==> src/rtl/lcd_seq_pkg.sv <==
// rtl/lcd_seq_pkg.sv - shared tags, FSM encoding and entry width for the LCD init sequencer
package lcd_seq_pkg;

    // Entry tag field, stored above the payload in each ROM word.
    localparam logic [1:0] TAG_CMD   = 2'b00;
    localparam logic [1:0] TAG_DATA  = 2'b01;
    localparam logic [1:0] TAG_DELAY = 2'b10;
    localparam logic [1:0] TAG_END   = 2'b11;

    typedef enum logic [2:0] {
        S_IDLE,
        S_FETCH,
        S_DECODE,
        S_SEND,
        S_WAIT,
        S_FINISH
    } seq_state_t;

    // One ROM entry is {tag[1:0], payload[data_w-1:0]}.
    function automatic int entry_w(input int data_w);
        return data_w + 2;
    endfunction

endpackage

==> src/rtl/seq_rom.sv <==
// rtl/seq_rom.sv - synchronous-read script ROM for the LCD init sequencer
// Ports:
//   i_clk      system clock
//   i_rd_en    read strobe; o_rd_data updates on the next edge only when set
//   i_rd_addr  entry index
//   o_rd_data  registered entry {tag, payload}
// INIT_IMAGE holds entry i at bits [i*WIDTH +: WIDTH]; its all-ones default makes
// every entry an END (tag 2'b11), so entries a script does not fill stay END.
module seq_rom #(
    parameter int                       DEPTH      = 64,
    parameter int                       ADDR_W     = $clog2(DEPTH),
    parameter int                       WIDTH      = 10,
    parameter logic [DEPTH*WIDTH-1:0]   INIT_IMAGE = '1
) (
    input  logic              i_clk,
    input  logic              i_rd_en,
    input  logic [ADDR_W-1:0] i_rd_addr,
    output logic [WIDTH-1:0]  o_rd_data
);

    logic [WIDTH-1:0] r_rd_data;

    always_ff @(posedge i_clk) begin
        if (i_rd_en) begin
            r_rd_data <= INIT_IMAGE[i_rd_addr*WIDTH +: WIDTH];
        end
    end

    assign o_rd_data = r_rd_data;

endmodule

==> src/rtl/lcd_init_sequencer.sv <==
// rtl/lcd_init_sequencer.sv - plays a tagged LCD init script out as a valid/ready byte stream
// Ports:
//   i_clk        system clock
//   i_rst_n      asynchronous reset, active-low
//   i_start      pulse; starts playback from entry 0 (ignored unless idle)
//   o_out_valid  o_out_byte/o_out_dc hold a byte for the SPI TX
//   i_out_ready  SPI TX accepts the byte when o_out_valid && i_out_ready
//   o_out_byte   command or parameter byte
//   o_out_dc     0 = command, 1 = data
//   o_busy       script in progress
//   o_done       one-cycle pulse, END entry reached
//   o_err        one-cycle pulse, last entry consumed without END
module lcd_init_sequencer
    import lcd_seq_pkg::*;
#(
    parameter int DATA_W        = 8,
    parameter int DEPTH         = 64,
    parameter int ADDR_W        = $clog2(DEPTH),
    parameter int CLK_HZ        = 12_000_000,
    parameter int DELAY_UNIT_US = 1000,
    parameter logic [DEPTH*(DATA_W+2)-1:0] INIT_IMAGE = '1
) (
    input  logic              i_clk,
    input  logic              i_rst_n,
    input  logic              i_start,
    output logic              o_out_valid,
    input  logic              i_out_ready,
    output logic [DATA_W-1:0] o_out_byte,
    output logic              o_out_dc,
    output logic              o_busy,
    output logic              o_done,
    output logic              o_err
);

    localparam int ENTRY_W = entry_w(DATA_W);
    localparam int TICKS   = CLK_HZ / 1_000_000 * DELAY_UNIT_US;
    localparam int PRE_W   = (TICKS > 1) ? $clog2(TICKS) : 1;
    localparam logic [PRE_W-1:0]  PRE_LAST  = PRE_W'(TICKS - 1);
    localparam logic [ADDR_W-1:0] ADDR_LAST = ADDR_W'(DEPTH - 1);

    seq_state_t        r_state, w_state;
    logic [ADDR_W-1:0] r_addr, w_addr;
    logic              r_out_valid, w_out_valid;
    logic [DATA_W-1:0] r_out_byte, w_out_byte;
    logic              r_out_dc, w_out_dc;
    logic              r_busy, w_busy;
    logic              r_done, w_done;
    logic              r_err, w_err;
    logic [DATA_W-1:0] r_unit, w_unit;
    logic [PRE_W-1:0]  r_presc, w_presc;

    logic               w_rd_en;
    logic               w_advance;
    logic [ENTRY_W-1:0] w_rd_data;
    logic [1:0]         w_tag;
    logic [DATA_W-1:0]  w_payload;

    seq_rom #(
        .DEPTH      (DEPTH),
        .ADDR_W     (ADDR_W),
        .WIDTH      (ENTRY_W),
        .INIT_IMAGE (INIT_IMAGE)
    ) u_rom (
        .i_clk     (i_clk),
        .i_rd_en   (w_rd_en),
        .i_rd_addr (r_addr),
        .o_rd_data (w_rd_data)
    );

    assign w_tag     = w_rd_data[ENTRY_W-1 -: 2];
    assign w_payload = w_rd_data[DATA_W-1:0];

    always_ff @(posedge i_clk or negedge i_rst_n) begin
        if (!i_rst_n) begin
            r_state     <= S_IDLE;
            r_addr      <= '0;
            r_out_valid <= 1'b0;
            r_out_byte  <= '0;
            r_out_dc    <= 1'b0;
            r_busy      <= 1'b0;
            r_done      <= 1'b0;
            r_err       <= 1'b0;
            r_unit      <= '0;
            r_presc     <= '0;
        end else begin
            r_state     <= w_state;
            r_addr      <= w_addr;
            r_out_valid <= w_out_valid;
            r_out_byte  <= w_out_byte;
            r_out_dc    <= w_out_dc;
            r_busy      <= w_busy;
            r_done      <= w_done;
            r_err       <= w_err;
            r_unit      <= w_unit;
            r_presc     <= w_presc;
        end
    end

    // done/err are raised on entry to FINISH, so during the pulse the FSM is
    // still in FINISH and a coincident start is not accepted.
    always_comb begin
        w_state     = r_state;
        w_addr      = r_addr;
        w_out_valid = r_out_valid;
        w_out_byte  = r_out_byte;
        w_out_dc    = r_out_dc;
        w_busy      = r_busy;
        w_done      = 1'b0;
        w_err       = 1'b0;
        w_unit      = r_unit;
        w_presc     = r_presc;
        w_rd_en     = (r_state == S_FETCH);
        w_advance   = 1'b0;

        case (r_state)
            S_IDLE: begin
                if (i_start) begin
                    w_addr  = '0;
                    w_busy  = 1'b1;
                    w_state = S_FETCH;
                end
            end
            S_FETCH: begin
                w_state = S_DECODE;
            end
            S_DECODE: begin
                case (w_tag)
                    TAG_CMD, TAG_DATA: begin
                        w_out_byte  = w_payload;
                        w_out_dc    = (w_tag == TAG_DATA);
                        w_out_valid = 1'b1;
                        w_state     = S_SEND;
                    end
                    TAG_DELAY: begin
                        if (w_payload != '0) begin
                            w_unit  = w_payload;
                            w_presc = '0;
                            w_state = S_WAIT;
                        end else begin
                            w_advance = 1'b1;
                        end
                    end
                    default: begin
                        w_done  = 1'b1;
                        w_busy  = 1'b0;
                        w_state = S_FINISH;
                    end
                endcase
            end
            S_SEND: begin
                if (i_out_ready) begin
                    w_out_valid = 1'b0;
                    w_advance   = 1'b1;
                end
            end
            S_WAIT: begin
                if (r_presc == PRE_LAST) begin
                    w_presc = '0;
                    w_unit  = r_unit - DATA_W'(1);
                    if (r_unit == DATA_W'(1)) begin
                        w_advance = 1'b1;
                    end
                end else begin
                    w_presc = r_presc + PRE_W'(1);
                end
            end
            S_FINISH: begin
                w_state = S_IDLE;
            end
            default: begin
                w_state = S_IDLE;
            end
        endcase

        if (w_advance) begin
            if (r_addr == ADDR_LAST) begin
                w_err   = 1'b1;
                w_busy  = 1'b0;
                w_state = S_FINISH;
            end else begin
                w_addr  = r_addr + ADDR_W'(1);
                w_state = S_FETCH;
            end
        end
    end

    assign o_out_valid = r_out_valid;
    assign o_out_byte  = r_out_byte;
    assign o_out_dc    = r_out_dc;
    assign o_busy      = r_busy;
    assign o_done      = r_done;
    assign o_err       = r_err;

endmodule

==> config.mk <==
export PLATFORM = sky130hd
export DESIGN_NAME = lcd_init_sequencer
export DESIGN_NICKNAME = d
export VERILOG_FILES = /design/src/rtl/lcd_seq_pkg.sv /design/src/rtl/seq_rom.sv /design/src/rtl/lcd_init_sequencer.sv
export SDC_FILE = /design/constraint.sdc
export NUM_CORES = 1
export LEC_CHECK = 0
export ABC_AREA = 0
export CORE_ASPECT_RATIO = 0.6
export CORE_MARGIN = 2
export CORE_UTILIZATION = 50
export DETAILED_ROUTE_END_ITERATION = 12
export PLACE_DENSITY = 0.74
export REMOVE_ABC_BUFFERS = 1
export SYNTH_ARGS = -nofsm -noshare
export SYNTH_HDL_FRONTEND = slang
export SYNTH_SLANG_ARGS = --single-unit
==> constraint.sdc <==
create_clock -name i_clk -period 2.4 [get_ports i_clk]
set_clock_uncertainty 0.2 [all_clocks]
set_input_delay 0.48 -clock i_clk [delete_from_list [all_inputs] [get_ports i_clk]]
set_output_delay 0.48 -clock i_clk [all_outputs]
set_load 0.01 [all_outputs]
-- Word level (Yosys, flattened, before mapping)
Cells that the tools add are included.
- bits in registers: 54
- input port bits: 4
- add/subtract/negate cells: 3
- multiply operators: 1
- equality and inequality tests: 17
- shifts and indexed selects: 1
- muxes and demuxes: 36
- reduce and logical (&&, ||, !) cells: 13
- operators by type and width (operator ; count):
    640-bit by 11-bit variable part select with 10-bit output, first input constant ; 1
    14-bit two-way mux ; 3
    14-bit one-hot mux with 2 select lines ; 1
    6-bit two-way mux ; 4
    8-bit two-way mux ; 3
    8-bit one-hot mux with 2 select lines ; 1
    1-bit two-way mux ; 15
    14-bit by 1-bit adder with 14-bit output, second input constant ; 1
    14-bit == test, second input constant ; 1
    3-bit two-way mux ; 4
    3-bit one-hot mux with 4 select lines ; 1
    6-bit by 3-bit multiplier with 9-bit output, second input constant ; 1
    3-bit AND reduction ; 3
    8-bit by 1-bit == test with 1-bit output, second input constant ; 1
    2-bit != test, second input constant ; 4
    8-bit nonzero test ; 1
    8-bit by 1-bit subtractor with 8-bit output, second input constant ; 1
    6-bit by 1-bit adder with 6-bit output, second input constant ; 1
    3-bit by 2-bit == test with 1-bit output, second input constant ; 2
    6-bit == test, second input constant ; 1
    3-bit one-hot mux with 2 select lines ; 1
    2-bit by 1-bit != test with 1-bit output, second input constant ; 2
    4-bit != test, second input constant ; 1
    1-bit one-hot mux with 2 select lines ; 2
    other kinds (13) ; 15

-- Depth between registers and ports, before layout
Gate-level depths: netlist of run 1.
- depth in word-level cells: 6
- mapped depth: 7

-- Hierarchy
A second synthesis of run 1 with hierarchy kept.
- cell total of the unflattened synthesis: 267
- area, all modules: 2454.9 um^2
- modules (own cells, without submodules) (module ; instances ; cells an instance ; area an instance (um^2) ; seq. area each (um^2)):
    lcd_init_sequencer ; 1 ; 256 ; 2376.0 ; 1101.1
    seq_rom ; 1 ; 11 ; 78.8 ; 0.0

-- Worst setup path after synthesis of run 1
Ideal clock, no wire load.
- path kind: register to register
- start: register r_unit[4]
- end: register r_addr[3]
- arrival: 2.039 ns
- data required time: 2.074 ns
- slack: 0.035 ns
- cell stages (with the launch flop): 6
- buffers on the path: 0
- clock period less this slack: 2.365 ns
- cell sequence: dfrtp_1 > or4_4 > or4_4 > o21ai_4 > a21oi_2 > a221o_1
- cells in the longest elaborated chain, start to end: 5
- ends and longest elaborated chain (element ; line ; source):
    start: declaration ; lcd_init_sequencer.sv:49 ; logic [DATA_W-1:0] r_unit, w_unit;
    start signal: assignment ; lcd_init_sequencer.sv:94 ; r_unit <= w_unit;
    8-bit by 1-bit == test with 1-bit output ; lcd_init_sequencer.sv:160 ; if (r_unit == DATA_W'(1)) begin
    1-bit two-way mux ; lcd_init_sequencer.sv:160 ;
    1-bit two-way mux ; lcd_init_sequencer.sv:157 ; if (r_presc == PRE_LAST) begin
    1-bit one-hot mux with 3 select lines ; lcd_init_sequencer.sv:115 ; case (r_state)
    6-bit two-way mux ; lcd_init_sequencer.sv:175 ; if (w_advance) begin
    named net w_addr[3] ; lcd_init_sequencer.sv:42 ; logic [ADDR_W-1:0] r_addr, w_addr;
    end signal: assignment ; lcd_init_sequencer.sv:87 ; r_addr <= w_addr;
    end: declaration ; lcd_init_sequencer.sv:42 ;
The timed path passes the listed nets, and every way through them passes these cells.
A chain may end at the register's enable or synchronous reset.

-- Final worst setup path of run 1
- start: register r_state[0]
- end: register r_addr[3]
- cells in the longest elaborated chain, start to end: 4
- elaborated cells on any way between the ends: 8
- those cells by class: eq/ne: 3; mux: 4; reduce/logical: 1
- ends and longest elaborated chain (element ; line ; source):
    start: declaration ; lcd_init_sequencer.sv:41 ; seq_state_t r_state, w_state;
    start signal: assignment ; lcd_init_sequencer.sv:86 ; r_state <= w_state;
    3-bit logical NOT ; lcd_init_sequencer.sv:115 ;
    6-bit two-way mux ; lcd_init_sequencer.sv:115 ;
    6-bit two-way mux ; lcd_init_sequencer.sv:176 ; if (r_addr == ADDR_LAST) begin
    6-bit two-way mux (*) ; lcd_init_sequencer.sv:175 ;
    named net w_addr[3] ; lcd_init_sequencer.sv:42 ;
The timed path passes the listed nets; every way through them passes the cells marked *.

==> flow_metrics.env, run 1 <==
export IMPL_status="finished, final reports clean"
export IMPL_clockPowerShare_pct=30.0
export IMPL_gp_congestion=0.9600
export IMPL_seq_area_frac_synth_pct=49.16
export IMPL_worstSkewPairLatency_ns=0.30
export IMPL_critPathMaxFanout=4
export IMPL_drv_cap=0
export IMPL_path_cells="or3b_2 > or4_4 > o21ai_4 > a21oi_2 > a221o_1"
export IMPL_area_growth_pct=18.05
export IMPL_switching_share_pct=30.21
export IMPL_syn_avg_cell_area_um2=10.07
export IMPL_core_mm2=0.003323
export IMPL_cts_hold_buf=0
export IMPL_drive_gt1_share_pct=19.61
export IMPL_vias_per_cell=5.333
export IMPL_synth_largest_area_cell="dfrtp_1"
export IMPL_dieArea_mm2=0.004073
export IMPL_root_buffer="clkbuf_8"
export IMPL_synth_cells=177
export IMPL_netlist_area_mm2=0.001782
export IMPL_p_switching_uw=483.0
export IMPL_crit_slowest_cell="or4_4"
export IMPL_fin_crit_ns=2.355
export IMPL_grt_pass1_wl_um=5961
export IMPL_synth_enable_flop_cells=0
export IMPL_p_leak_nw=0.9567
export IMPL_antenna_found_initial=0
export IMPL_drc_errors=0
export IMPL_stdcell_area_mm2=0.002103
export IMPL_setup_viol=0
export IMPL_routed_wirelength_um=3519
export IMPL_die_h_um=50.24
export IMPL_dp_slack_ns=-0.002422
export IMPL_port_buffer_count=7
export IMPL_ir_drop_mv=0.4050
export IMPL_fin_util_pct=63.29
export IMPL_hold_violations=0
export IMPL_htree_levels=2
export IMPL_grt_pass1_vias=1284
export IMPL_nets=211
export IMPL_synth_common_cells="35 x dfrtp_1, 22 x nand2_1, 13 x nor2_1"
export IMPL_required_ns=2.38
export IMPL_clockBufferDepth=2
export IMPL_clock_sinks=35
export IMPL_ys_flop_type="dfrtp_1"
export IMPL_synth_area_leaders="dfrtp_1 49%, xnor2_1 4.9%, nand2_1 4.6%"
export IMPL_combPwrFrac_pct=23.6
export IMPL_grt_ovfl_total=0
export IMPL_wl_per_cell_um=14.13
export IMPL_num_rows=16
export IMPL_cp_end_kind="flip-flop"
export IMPL_seqPwrFrac_pct=46.3
export IMPL_post_route_period_util_pct=98.12
export IMPL_yosysWarnings=0
export IMPL_hold_path_class="reg -> reg"
export IMPL_dpl_instance_area_mm2=0.001968
export IMPL_place_inst=240
export IMPL_fillers=262
export IMPL_worstPathArrival_ns=2.34
export IMPL_path_class="reg -> reg"
export IMPL_cts_made_buffers=5
export IMPL_fin_ws_ns=0.04521
export IMPL_synth_top_area_share_pct=49.16
export IMPL_max_freq_ghz=0.4247
export IMPL_cp_start_kind="flip-flop"
export IMPL_synth_cell_types=39
export IMPL_drt_iter0_drc=200
export IMPL_power_internal_mw=1.116
export IMPL_layoutNonFillerInstCount=249
export IMPL_grt_max_degree=36
export IMPL_drtAntennaViolNets=0
export IMPL_antennaDiodeCount=0
export IMPL_clk_pin_slew_worst_paths_ns=0.07
export IMPL_synth_seq_cells=35
export IMPL_grtUsageTotal_pct=19.95
export IMPL_synth_most_common_cell="dfrtp_1"
export IMPL_start_util_pct=53.61
export IMPL_dr_pass1_iters=4
export IMPL_die_w_um=81.07
export IMPL_worst_path_largest_cell_delay_ns=0.56
export IMPL_num_io_pins=17
export IMPL_vias=1328
export IMPL_p_total_mw=1.599
export IMPL_maxSlewViolCount=0
export IMPL_hpwl_um=2463
export IMPL_cts_tree="yes"
export IMPL_synthArstFlopShare_pct=100.0
export IMPL_power_density_mw_per_mm2=760.1
## repair_timing
action                                  in CTS  in global routing
endpoints found under the setup margin       1                  4
resized for setup                            1                  4
pin swaps                                    0                  2
setup buffers                                0                  1
## registers in the layout, indices dropped and copies added, names as in the netlist
name and count:
r_presc 14, o_out_valid 1, o_busy 1, r_state 3, r_addr 6, o_done 1
r_unit 8, o_err 1
## cell families (layout without fill, tap and decap cells)
logic type / after synthesis / in the layout / share of synthesized area (%)
flip-flops: 35 / 35 / 49.16
multiplexers: 4 / 4 / 2.388
AND/OR/NAND/NOR: 79 / 79 / 24.09
other: 1 / 9 / 0.2105
XOR/XNOR: 14 / 14 / 6.882
adder cells (fa/ha/maj): 4 / 4 / 2.809
AO/OA/AOI/OAI: 25 / 25 / 9.411
buffers and inverters: 15 / 34 / 5.056
## cell usage in the layout (no fill, tap or decap), types with 3 or more instances in the layout
master,n
buf_4,15
nor3_1,6
o21ai_0,12
xnor2_1,10
and3_1,5
conb_1,9
nand4_1,3
dfrtp_1,35
clkbuf_8,7
xor2_1,4
inv_1,4
a21oi_1,3
clkdlybuf4s50_1,7
nand2_1,22
or4_4,3
ha_1,4
nand3_1,8
nor2_1,13
## power groups by stage
stage	clock, mW	combinational (mW)	sequential [mW]
floorplan	0	0.201	0.756
global placement	0	0.348	0.748
detailed placement	0	0.355	0.754
CTS	0.492	0.356	0.743
global route	0.515	0.417	0.752
finish	0.480	0.378	0.740
## metrics by stage
step | hold WS (ns) | setup TNS (ns)
global route | 0.2978 | -0.06465
floorplan | -0.01559 | 0
global placement | 0.2565 | 0
detailed placement | 0.2642 | -0.002422
CTS | 0.2785 | 0
finish | 0.2791 | 0
## layer usage
| layer | GRT usage (%) | up-vias | share of wire [%] | wire length (um) |
|---|---|---|---|---|
| met5 | 0 | - | 0 | 0 |
| li1 | - | 655 | - | - |
| met3 | 4.496 | 7 | 6.6 | 234 |
| met4 | 12.43 | 0 | 2.6 | 90 |
| met1 | 27.84 | 621 | 48 | 1680 |
| met2 | 28.10 | 45 | 43 | 1513 |
## cell type report
class	count	area (um2)	area share (%)
Tap cell	45	56.30	2.677
Timing Repair Buffer	22	182.7	8.685
Sequential cell	35	875.8	41.64
Inverter	4	15.01	0.7139
Multi-Input combinational cell	135	869.6	41.34
Clock inverter	1	7.507	0.3569
Clock buffer	7	96.34	4.581
## path summary, 6_finish.rpt
kind,depth (start not counted),slack (ns),endpoint,start
worst max-delay path,5,0.05,r_addr[3],r_state[0]
worst min-delay path,1,0.28,r_unit[7],r_unit[7]
worst max register to register,5,0.05,r_addr[3],r_state[0]
worst min register to register,1,0.28,r_unit[7],r_unit[7]
max in group asynchronous,2,1.30,r_presc[5],i_rst_n
min in group asynchronous,2,0.39,r_presc[9],i_rst_n
## critical path: cells and delay by family (launching register included)
family / cells / cell delay [ns]
simple gates: 2 / 1.06
compound gates: 3 / 0.58
flops: 1 / 0.40
Power figures use the tool's default switching activity.
==> run 2, diff against run 1 <==
--- a/config.mk
+++ b/config.mk
@@ -10,7 +10,7 @@
 export CORE_MARGIN = 2
 export CORE_UTILIZATION = 50
 export DETAILED_ROUTE_END_ITERATION = 12
-export PLACE_DENSITY = 0.74
+export PLACE_DENSITY = 0.71
 export REMOVE_ABC_BUFFERS = 1
 export SYNTH_ARGS = -nofsm -noshare
 export SYNTH_HDL_FRONTEND = slang
==> constraint.sdc (replaced) <==
create_clock -name i_clk -period 2.6 [get_ports i_clk]
set_clock_uncertainty 0.2 [all_clocks]
set_input_delay 0.52 -clock i_clk [delete_from_list [all_inputs] [get_ports i_clk]]
set_output_delay 0.52 -clock i_clk [all_outputs]
set_load 0.01 [all_outputs]
==> flow_metrics.env, run 2 (synthesis gave the netlist of run 1 again) <==
export IMPL_clock_sinks=35
export IMPL_layout_common_cells="35 x dfrtp_1, 22 x nand2_1, 13 x nor2_1, 12 x o21ai_0, 10 x xnor2_1"
export IMPL_clk_pin_slew_worst_paths_ns=0.08
export IMPL_cp_end_kind="flip-flop"
export IMPL_grt_pass1_vias=1213
export IMPL_cts_resized=0
export IMPL_fin_setup_tns_ns=0
export IMPL_max_freq_ghz=0.4019
export IMPL_drtAntennaViolNets=0
export IMPL_rr_startpoint="r_unit[4]"
export IMPL_worst_path_largest_cell_delay_ns=0.55
export IMPL_drive_gt1_share_pct=13.85
export IMPL_cts_setup_buffers=0
export IMPL_wl_per_cell_um=14.85
export IMPL_hold_path_startpoint="o_out_valid"
export IMPL_crit_slowest_cell="or4_4"
export IMPL_num_rows=16
export IMPL_grt_ovfl_total=0
export IMPL_slew_headroom_pct=66.80
export IMPL_grtUsageTotal_pct=20.28
export IMPL_p_leak_nw=0.9051
export IMPL_top_regs="r_presc x14, r_unit x8, r_addr x6"
export IMPL_start_util_pct=53.61
export IMPL_maxSlewViolCount=0
export IMPL_worstPathArrival_ns=2.51
export IMPL_p_total_mw=1.446
export IMPL_gp_congestion=0.9354
export IMPL_area_growth_pct=12.92
export IMPL_nets=202
export IMPL_drv_cap=0
export IMPL_tightest_slew_ns=0.4935
export IMPL_cts_hold_buf=0
export IMPL_worstSetupStartpoint="r_unit[4]"
export IMPL_num_io_pins=17
export IMPL_root_buffer="clkbuf_8"
export IMPL_top_register="r_presc"
export IMPL_min_path_cells=1
export IMPL_antennaDiodeCount=0
export IMPL_setup_viol=0
export IMPL_vias=1315
export IMPL_drt_iter0_drc=143
export IMPL_largest_register_ffs=14
export IMPL_power_density_mw_per_mm2=718.8
export IMPL_hold_path_class="reg -> reg"
export IMPL_die_h_um=50.24
export IMPL_hold_violations=0
export IMPL_grt_max_degree=36
export IMPL_path_common_cell="or4_4"
export IMPL_dieArea_mm2=0.004073
export IMPL_post_route_period_util_pct=95.71
export IMPL_clockBufferDepth=2
export IMPL_port_buffer_count=7
export IMPL_critPathMaxFanout=7
export IMPL_reg2reg_depth=5
export IMPL_path_class="reg -> reg"
export IMPL_reg2reg_setup_slack_ns=0.11
export IMPL_rsz0062_at_grt="no"
export IMPL_drc_errors=0
export IMPL_status="finished, final reports clean"
export IMPL_die_w_um=81.07
export IMPL_vias_per_cell=5.479
export IMPL_final_common_cell="dfrtp_1"
export IMPL_cts_made_buffers=5
export IMPL_worstSkewPairLatency_ns=0.30
export IMPL_core_mm2=0.003323
export IMPL_cp_start_kind="flip-flop"
export IMPL_antenna_found_initial=0
export IMPL_grt_pass1_wl_um=6009
export IMPL_path_cells="or4_4 > or4_4 > o21a_1 > nor2_4 > mux2i_1"
export IMPL_htree_levels=2
export IMPL_hpwl_um=2571
export IMPL_required_ns=2.62
export IMPL_ir_drop_mv=0.3074
export IMPL_dr_pass1_iters=6
export IMPL_routed_wirelength_um=3563
export IMPL_fin_crit_ns=2.488
export IMPL_fillers=279
export IMPL_cts_tree="yes"
run 2: area by class of cell:
| type | instances | area, um2 | share of cell area, % |
|---|---|---|---|
| sequential | 35 | 875.8 | 43.53 |
| multi-input combinational | 135 | 845.8 | 42.04 |
| timing repair buffer | 13 | 115.1 | 5.721 |
| clock buffer | 7 | 96.34 | 4.789 |
| tap | 45 | 56.30 | 2.799 |
| inverter | 4 | 15.01 | 0.7463 |
| clock inverter | 1 | 7.507 | 0.3731 |
run 2: report_power, final:
part           internal, mW  switching, mW
sequential            0.623         0.0781
clock                 0.241          0.206
combinational         0.138          0.160
total                  1.00          0.444
run 2: final timing paths:
check                         endpoint
max in group asynchronous  r_presc[10]
setup / recovery             r_addr[5]
setup reg to reg             r_addr[5]
hold reg to reg            o_out_valid
hold / removal             o_out_valid
min in group asynchronous    r_unit[6]
run 2: metal layers:
metal	up-vias	wire (um)	global-route usage (%)
li1	639	-	-
met4	0	42	7.910
met2	61	1445	27.55
met5	-	0	0
met1	609	1774	30.66
met3	6	301	5.396
run 2: worst max-delay path: cells and delay by family (launching register included):
kind | cells | cell delay (ns)
flops | 1 | 0.41
mux | 1 | 0.22
compound gates | 1 | 0.30
simple gates | 3 | 1.29
run 2: through the flow:
step	cells	instance area, um2	worst slack (ns)	hold slack (ns)	util [%]
finish	240	2012	0.1116	0.2844	60.54
global route	240	2012	0.01845	0.3118	60.54
CTS	240	2012	0.1202	0.2894	60.54
detailed placement	232	1908	0.1242	0.2742	57.42
global placement	232	1908	0.1839	0.2568	57.42
floorplan	174	1737	0.2347	0.02441	-
